[config.mk]
export PLATFORM = sky130hd
export DESIGN_NAME = bsn_frame_loader
export DESIGN_NICKNAME = d
export VERILOG_FILES = /design/src/rtl/bsn_frame_loader_pkg.sv /design/src/rtl/bsn_frame_loader.sv
export SDC_FILE = /design/constraint.sdc
export NUM_CORES = 1
export LEC_CHECK = 0
export CAP_MARGIN = 15
export CELL_PAD_IN_SITES_DETAIL_PLACEMENT = 1
export CELL_PAD_IN_SITES_GLOBAL_PLACEMENT = 1
export CORE_MARGIN = 8
export CORE_UTILIZATION = 36
export CTS_BUF_LIST = sky130_fd_sc_hd__clkbuf_4 sky130_fd_sc_hd__clkbuf_8 sky130_fd_sc_hd__clkbuf_16
export CTS_CLUSTER_DIAMETER = 60
export DETAILED_ROUTE_END_ITERATION = 10
export PLACE_DENSITY = 0.79
export SLEW_MARGIN = 5
export SYNTH_ARGS = -nofsm -noshare
export SYNTH_HDL_FRONTEND = slang
export SYNTH_SLANG_ARGS = --single-unit
export TNS_END_PERCENT = 50
[constraint.sdc]
create_clock -name clk -period 2 [get_ports clk]
set_clock_uncertainty 0.2 [all_clocks]
set_input_delay 0.4 -clock clk [delete_from_list [all_inputs] [get_ports clk]]
set_output_delay 0.4 -clock clk [all_outputs]
set_load 0.02 [all_outputs]
[src/rtl/bsn_frame_loader_pkg.sv]
// Shared definitions for the bitonic-sort framing stage.
//   state_e  : loader FSM states (FILL, WAIT, DRAIN)
//   *_DEF    : default frame geometry matching the sorting network build
//   IDXW     : slot index width for the default key count
//   LATW     : wait counter width for the default network latency
//   pad_key  : filler key for unused slots; chosen so pads sort to the tail
package bsn_pkg;

  localparam int NUM_DEF = 4;
  localparam int W_DEF   = 16;
  localparam int LAT_DEF = 2;

  localparam int IDXW = $clog2(NUM_DEF);
  localparam int LATW = $clog2(LAT_DEF + 1);

  typedef enum logic [1:0] {
    FILL  = 2'd0,
    WAIT  = 2'd1,
    DRAIN = 2'd2
  } state_e;

  // Ascending frames pad with all-ones, descending with all-zeros, so a pad
  // never sorts ahead of a real key.
  function automatic logic [W_DEF-1:0] pad_key(input logic dir);
    return {W_DEF{dir}};
  endfunction

endpackage

[src/rtl/bsn_frame_loader.sv]
// Framing stage in front of the bitonic sorting network.
// Collects up to NUM serial keys into a parallel frame, holds it on the
// network input for LAT cycles, captures the sorted vector and streams the
// real keys back out in slot order.
//
// Ports
//   clk, rst         : clock, asynchronous active-low reset
//   dir_in           : sort direction (1 = ascending), taken on a frame's first beat
//   s_valid/s_ready  : input key stream handshake
//   s_data, s_last   : input key and end-of-frame marker
//   net_in, net_dir  : frame and direction presented to the network
//   net_out          : sorted vector returned by the network
//   m_valid/m_ready  : sorted key stream handshake
//   m_data, m_last   : sorted key and last-real-key marker
//
// state | meaning
// ------+----------------------------------------------------------------
// FILL  | accepting keys into slots; closes on s_last or the NUM-th beat
// WAIT  | frame held on the network input while the result settles
// DRAIN | emitting the cnt real keys of the captured result
module bsn_frame_loader
  import bsn_pkg::*;
#(
  parameter int NUM = NUM_DEF,
  parameter int W   = W_DEF,
  parameter int LAT = LAT_DEF
) (
  input  logic             clk,
  input  logic             rst,
  input  logic             dir_in,
  input  logic             s_valid,
  output logic             s_ready,
  input  logic [W-1:0]     s_data,
  input  logic             s_last,
  output logic [NUM*W-1:0] net_in,
  output logic             net_dir,
  input  logic [NUM*W-1:0] net_out,
  output logic             m_valid,
  input  logic             m_ready,
  output logic [W-1:0]     m_data,
  output logic             m_last
);

  localparam int L_IDXW = $clog2(NUM);
  localparam int L_LATW = $clog2(LAT + 1);

  localparam logic [1:0] ST_FILL  = FILL;
  localparam logic [1:0] ST_WAIT  = WAIT;
  localparam logic [1:0] ST_DRAIN = DRAIN;

  logic [1:0]        r_state;
  logic [W-1:0]      r_slot [NUM];
  logic [W-1:0]      r_buf  [NUM];
  logic [L_IDXW-1:0] r_idx;
  logic [L_IDXW-1:0] r_ptr;
  logic [L_IDXW:0]   r_cnt;
  logic [L_LATW-1:0] r_wcnt;
  logic              r_dir;
  logic              r_s_ready;
  logic              r_m_valid;
  logic              r_m_last;
  logic [W-1:0]      r_m_data;

  logic              w_beat;
  logic              w_close;
  logic              w_dir;
  logic [W-1:0]      w_pad;
  logic              w_hs;
  logic [L_IDXW-1:0] w_ptr_nxt;
  logic [L_IDXW:0]   w_cnt_m1;
  logic [W-1:0]      w_net_slot [NUM];

  assign w_beat    = s_valid && r_s_ready && (r_state == ST_FILL);
  assign w_close   = w_beat && (s_last || (r_idx == L_IDXW'(NUM - 1)));
  // The closing beat may also be the first beat, in which case the direction
  // has not been registered yet.
  assign w_dir     = (r_idx == '0) ? dir_in : r_dir;
  assign w_pad     = {W{w_dir}};
  assign w_hs      = r_m_valid && m_ready;
  assign w_ptr_nxt = r_ptr + L_IDXW'(1);
  assign w_cnt_m1  = r_cnt - (L_IDXW + 1)'(1);

  for (genvar g = 0; g < NUM; g++) begin : g_slot
    assign net_in[g*W +: W] = r_slot[g];
    assign w_net_slot[g]    = net_out[g*W +: W];
  end

  always_ff @(posedge clk or negedge rst) begin
    if (!rst) begin
      r_state   <= ST_FILL;
      r_idx     <= '0;
      r_ptr     <= '0;
      r_cnt     <= '0;
      r_wcnt    <= '0;
      r_dir     <= 1'b0;
      r_s_ready <= 1'b1;
      r_m_valid <= 1'b0;
      r_m_last  <= 1'b0;
      r_m_data  <= '0;
      for (int k = 0; k < NUM; k++) begin
        r_slot[k] <= '0;
        r_buf[k]  <= '0;
      end
    end else begin
      case (r_state)
        ST_FILL: begin
          if (w_beat) begin
            if (r_idx == '0) begin
              r_dir <= dir_in;
            end
            for (int k = 0; k < NUM; k++) begin
              if (L_IDXW'(k) == r_idx) begin
                r_slot[k] <= s_data;
              end else if (w_close && (L_IDXW'(k) > r_idx)) begin
                r_slot[k] <= w_pad;
              end
            end
            if (w_close) begin
              r_cnt     <= {1'b0, r_idx} + (L_IDXW + 1)'(1);
              r_wcnt    <= '0;
              r_s_ready <= 1'b0;
              r_state   <= ST_WAIT;
            end else begin
              r_idx <= r_idx + L_IDXW'(1);
            end
          end
        end

        ST_WAIT: begin
          if (r_wcnt == L_LATW'(LAT - 1)) begin
            for (int k = 0; k < NUM; k++) begin
              r_buf[k] <= w_net_slot[k];
            end
            // Output registers are loaded straight from the network so the
            // first key is valid on the capture edge itself.
            r_m_data  <= w_net_slot[0];
            r_m_last  <= (r_cnt == (L_IDXW + 1)'(1));
            r_m_valid <= 1'b1;
            r_ptr     <= '0;
            r_state   <= ST_DRAIN;
          end else begin
            r_wcnt <= r_wcnt + L_LATW'(1);
          end
        end

        ST_DRAIN: begin
          if (w_hs) begin
            if (r_m_last) begin
              r_m_valid <= 1'b0;
              r_m_last  <= 1'b0;
              r_s_ready <= 1'b1;
              r_idx     <= '0;
              r_ptr     <= '0;
              r_state   <= ST_FILL;
            end else begin
              r_ptr    <= w_ptr_nxt;
              r_m_data <= r_buf[w_ptr_nxt];
              r_m_last <= ({1'b0, w_ptr_nxt} == w_cnt_m1);
            end
          end
        end

        default: begin
          r_state   <= ST_FILL;
          r_idx     <= '0;
          r_s_ready <= 1'b1;
          r_m_valid <= 1'b0;
          r_m_last  <= 1'b0;
        end
      endcase
    end
  end

  assign s_ready = r_s_ready;
  assign net_dir = r_dir;
  assign m_valid = r_m_valid;
  assign m_data  = r_m_data;
  assign m_last  = r_m_last;

endmodule
==> impl_metrics.ini <==
[flow_run]
drv_cap = 0

[critical_path]
cp_data_arrival_time_ps = 2050
path_class = reg -> reg
cp_top_family = flip-flops
cp_max_fo = 16
crit_chain = inv_1 -> ha_2 -> mux2_2 -> nor2_2 -> buf_12 -> o31ai_1
critPathMaxStageDelay_ps = 460
crit_path_start_kind = flip-flop
required_ps = 2100
endpoint_kind = flip-flop
rrSetupSlack_ps = 60
worstPathBufferInverterCount = 2
crit_slowest_cell = dfrtp_1

[sta]
slew-limit-headroom = 0.754
rsz0062_at_grt = true
max_freq_mhz = 515
layout_setup_ws_ps = 58.0
period_share = 0.971
tns_ps = 0
maxSlewViolCount = 0
period_needed_ps = 1940
worstMarginPinSlew_ps = 360
hold_viol = 0
setup_viol = 0

[layout]
final_nets = 868
syn_to_final_growth_pct = 40.3
layout-drive-gt1-share = 0.253
final_cells = 1055

[global_routing]
grt_overflow = 0
antenna_found_initial = 2
grt_max_degree = 48
first_global_vias = 6259
grt_first_pass_wirelength_mm = 34.7
track_usage = 0.179

[route]
finalWirelength_mm = 21.9
antenna_left = 0
vias_per_cell = 5.20
drtIter0Drc = 177
num_vias = 5483
wl_per_cell_um = 20.8
drc_errors = 0
first_pass_iters = 4

[floorplanning]
num_rows = 52
ioPinCount = 170
fp.coreArea_um2 = 20000
initial_core_util = 0.363
die_w_um = 158
die_y_um = 158
dieArea_um2 = 25000

[synth]
yosys_warnings = 0
synth_cells = 579
yosysUniqueCellTypes = 44
synth-seq-cells = 159
synthArstFlopShare = 1.00
synthFlopType = dfrtp_1
syn-num-nets = 676
avgSynthCellArea_um2 = 12.5
synth_edf_count = 0
yosysSeqAreaShare = 0.548
netlist_area_um2 = 7270

[clock_network]
cts_buffer_depth = 2
cts_root_buf = clkbuf_16
cts.sinks = 159
cts-buffers-inserted = 17
clk_latency_ps = 430
clk_pin_slew_worst_paths_ps = 70
cts_tree = built
ctsHtreeMaxLevel = 4

[power_and_ir_drop]
ir_worst_vdd_mv = 0.734
p_per_area_nw_per_um2 = 1680
power_leakage_nw = 4.48

[placed_design]
hpwlAfterDp_mm = 16.3
io_buffers = 169
gp_congestion = 0.792
post-place-cells = 1019
pre_cts_slack_ps = -156

[worst_hold_path]
hp-class = in -> async

[status]
outcome = finished clean
cell usage after synthesis (all sizes together) (4+ instances only):
| master | number | area share |
|---|---|---|
| nor2 | 23 | 0.013 |
| o21ai | 22 | 0.016 |
| mux4 | 16 | 0.050 |
| o22ai | 17 | 0.015 |
| buf | 29 | 0.025 |
| a21oi | 37 | 0.025 |
| clkbuf | 9 | 0.0048 |
| ha | 11 | 0.019 |
| mux2i | 17 | 0.023 |
| nand2 | 48 | 0.027 |
| a22o | 4 | 0.0048 |
| inv | 11 | 0.0057 |
| dfrtp | 158 | 0.54 |
| nor2b | 33 | 0.028 |
| mux2 | 84 | 0.13 |
| o31ai | 32 | 0.033 |
power by group:
group	switching, mW	internal [mW]
logic	4.04	3.84
registers	1.03	4.80
clock network	1.39	2.02
state kept, by name, indices dropped and copies added (netlist names), 2 cells and up:
name     flops
net_in      64
r_buf       64
m_data      16
r_cnt        3
r_idx        2
r_ptr        2
r_state      2
r_wcnt       2
metal layers:
| metal | GRT usage | wire length [um] | vias up |
|---|---|---|---|
| met5 | 0 | 23 | - |
| met1 | 0.212 | 9400 | 2805 |
| met2 | 0.305 | 10700 | 174 |
| li1 | - | - | 2469 |
| met3 | 0.0592 | 1560 | 31 |
| met4 | 0.0503 | 248 | 4 |
layout make-up:
class                   instances  area (um^2)
clock inverters                14          179
repair buffers                211         2110
multi-input cells             371         3110
inverters                      11         41.3
flip-flops and latches        159         3980
fillers                      2124         9850
well taps                     270          338
clock buffers                  18          439
diodes                          1         2.50
stage by stage:
| stage | hold slack [ps] | power, mW | instance area (um^2) | util |
|---|---|---|---|---|
| floorplan | -95.6 | 10.4 | 7270 | - |
| global placement | 128 | 13.5 | 9530 | 0.476 |
| detailed placement | 132 | 14.1 | 9530 | 0.476 |
| CTS | 286 | 17.0 | 10100 | 0.503 |
| global route | 296 | 18.2 | 10200 | 0.508 |
| finish | 277 | 17.1 | 10200 | 0.509 |
worst paths after layout:
check / start / endpoint / cells past startpoint
max: r_idx[0] / net_in[36] / 6
min: rst / net_dir / 2
max reg2reg: r_idx[0] / net_in[36] / 6
min reg2reg: net_in[34] / net_in[34] / 2
max in group asynchronous: rst / m_data[9] / 3
min in group clk: net_in[34] / net_in[34] / 2
kinds of logic after synthesis:
kind of cell               Yosys count  synth area share
adders and majority gates           11            0.0189
DFF                                159             0.548
muxes                              117             0.203
and+or+nand+nor                    113            0.0758
xor gates and xnor gates             4           0.00482
buffers and inverters               49            0.0358
AOI/OAI and AO/OA                  126             0.114
worst reg2reg max path: cells and delay by family, from the launching register on:
| family | cells | cell delay (ps) |
|---|---|---|
| DFF | 1 | 460 |
| muxes | 1 | 380 |
| buffers and inverters | 2 | 290 |
| adders and majority gates | 1 | 260 |
| and+or+nand+nor | 1 | 140 |
| AOI/OAI and AO/OA | 1 | 90 |
what timing repair did:
item / in CTS / in global routing
hold buffers: 1 / 0
endpoints found under the setup margin: 99 / 63
endpoints found under the hold margin: 33 / 0
buffers inserted: 0 / 1
gates cloned: 0 / 1
pin swaps: 0 / 2
resized for setup: 82 / 21
cell usage in the layout (no fill, tap or decap), types with 4 or more instances in the layout:
master / synthesis / routed
buf_12: 0 / 12
nand2_1: 46 / 45
nor2_1: 21 / 21
o22ai_1: 17 / 15
nor2b_1: 33 / 32
mux2_2: 82 / 82
ha_1: 11 / 8
clkdlybuf4s50_1: 0 / 84
buf_4: 3 / 24
inv_1: 11 / 11
buf_6: 5 / 5
dlygate4sd2_1: 0 / 79
clkbuf_16: 0 / 18
dlymetal6s2s_1: 0 / 5
dfrtp_1: 158 / 158
o31ai_2: 0 / 5
o31ai_1: 32 / 27
mux2i_1: 17 / 16
mux4_2: 16 / 16
a22o_1: 4 / 4
inv_6: 0 / 6
a21oi_1: 37 / 37
o21ai_0: 19 / 19
(Power assumes the default switching activity.)
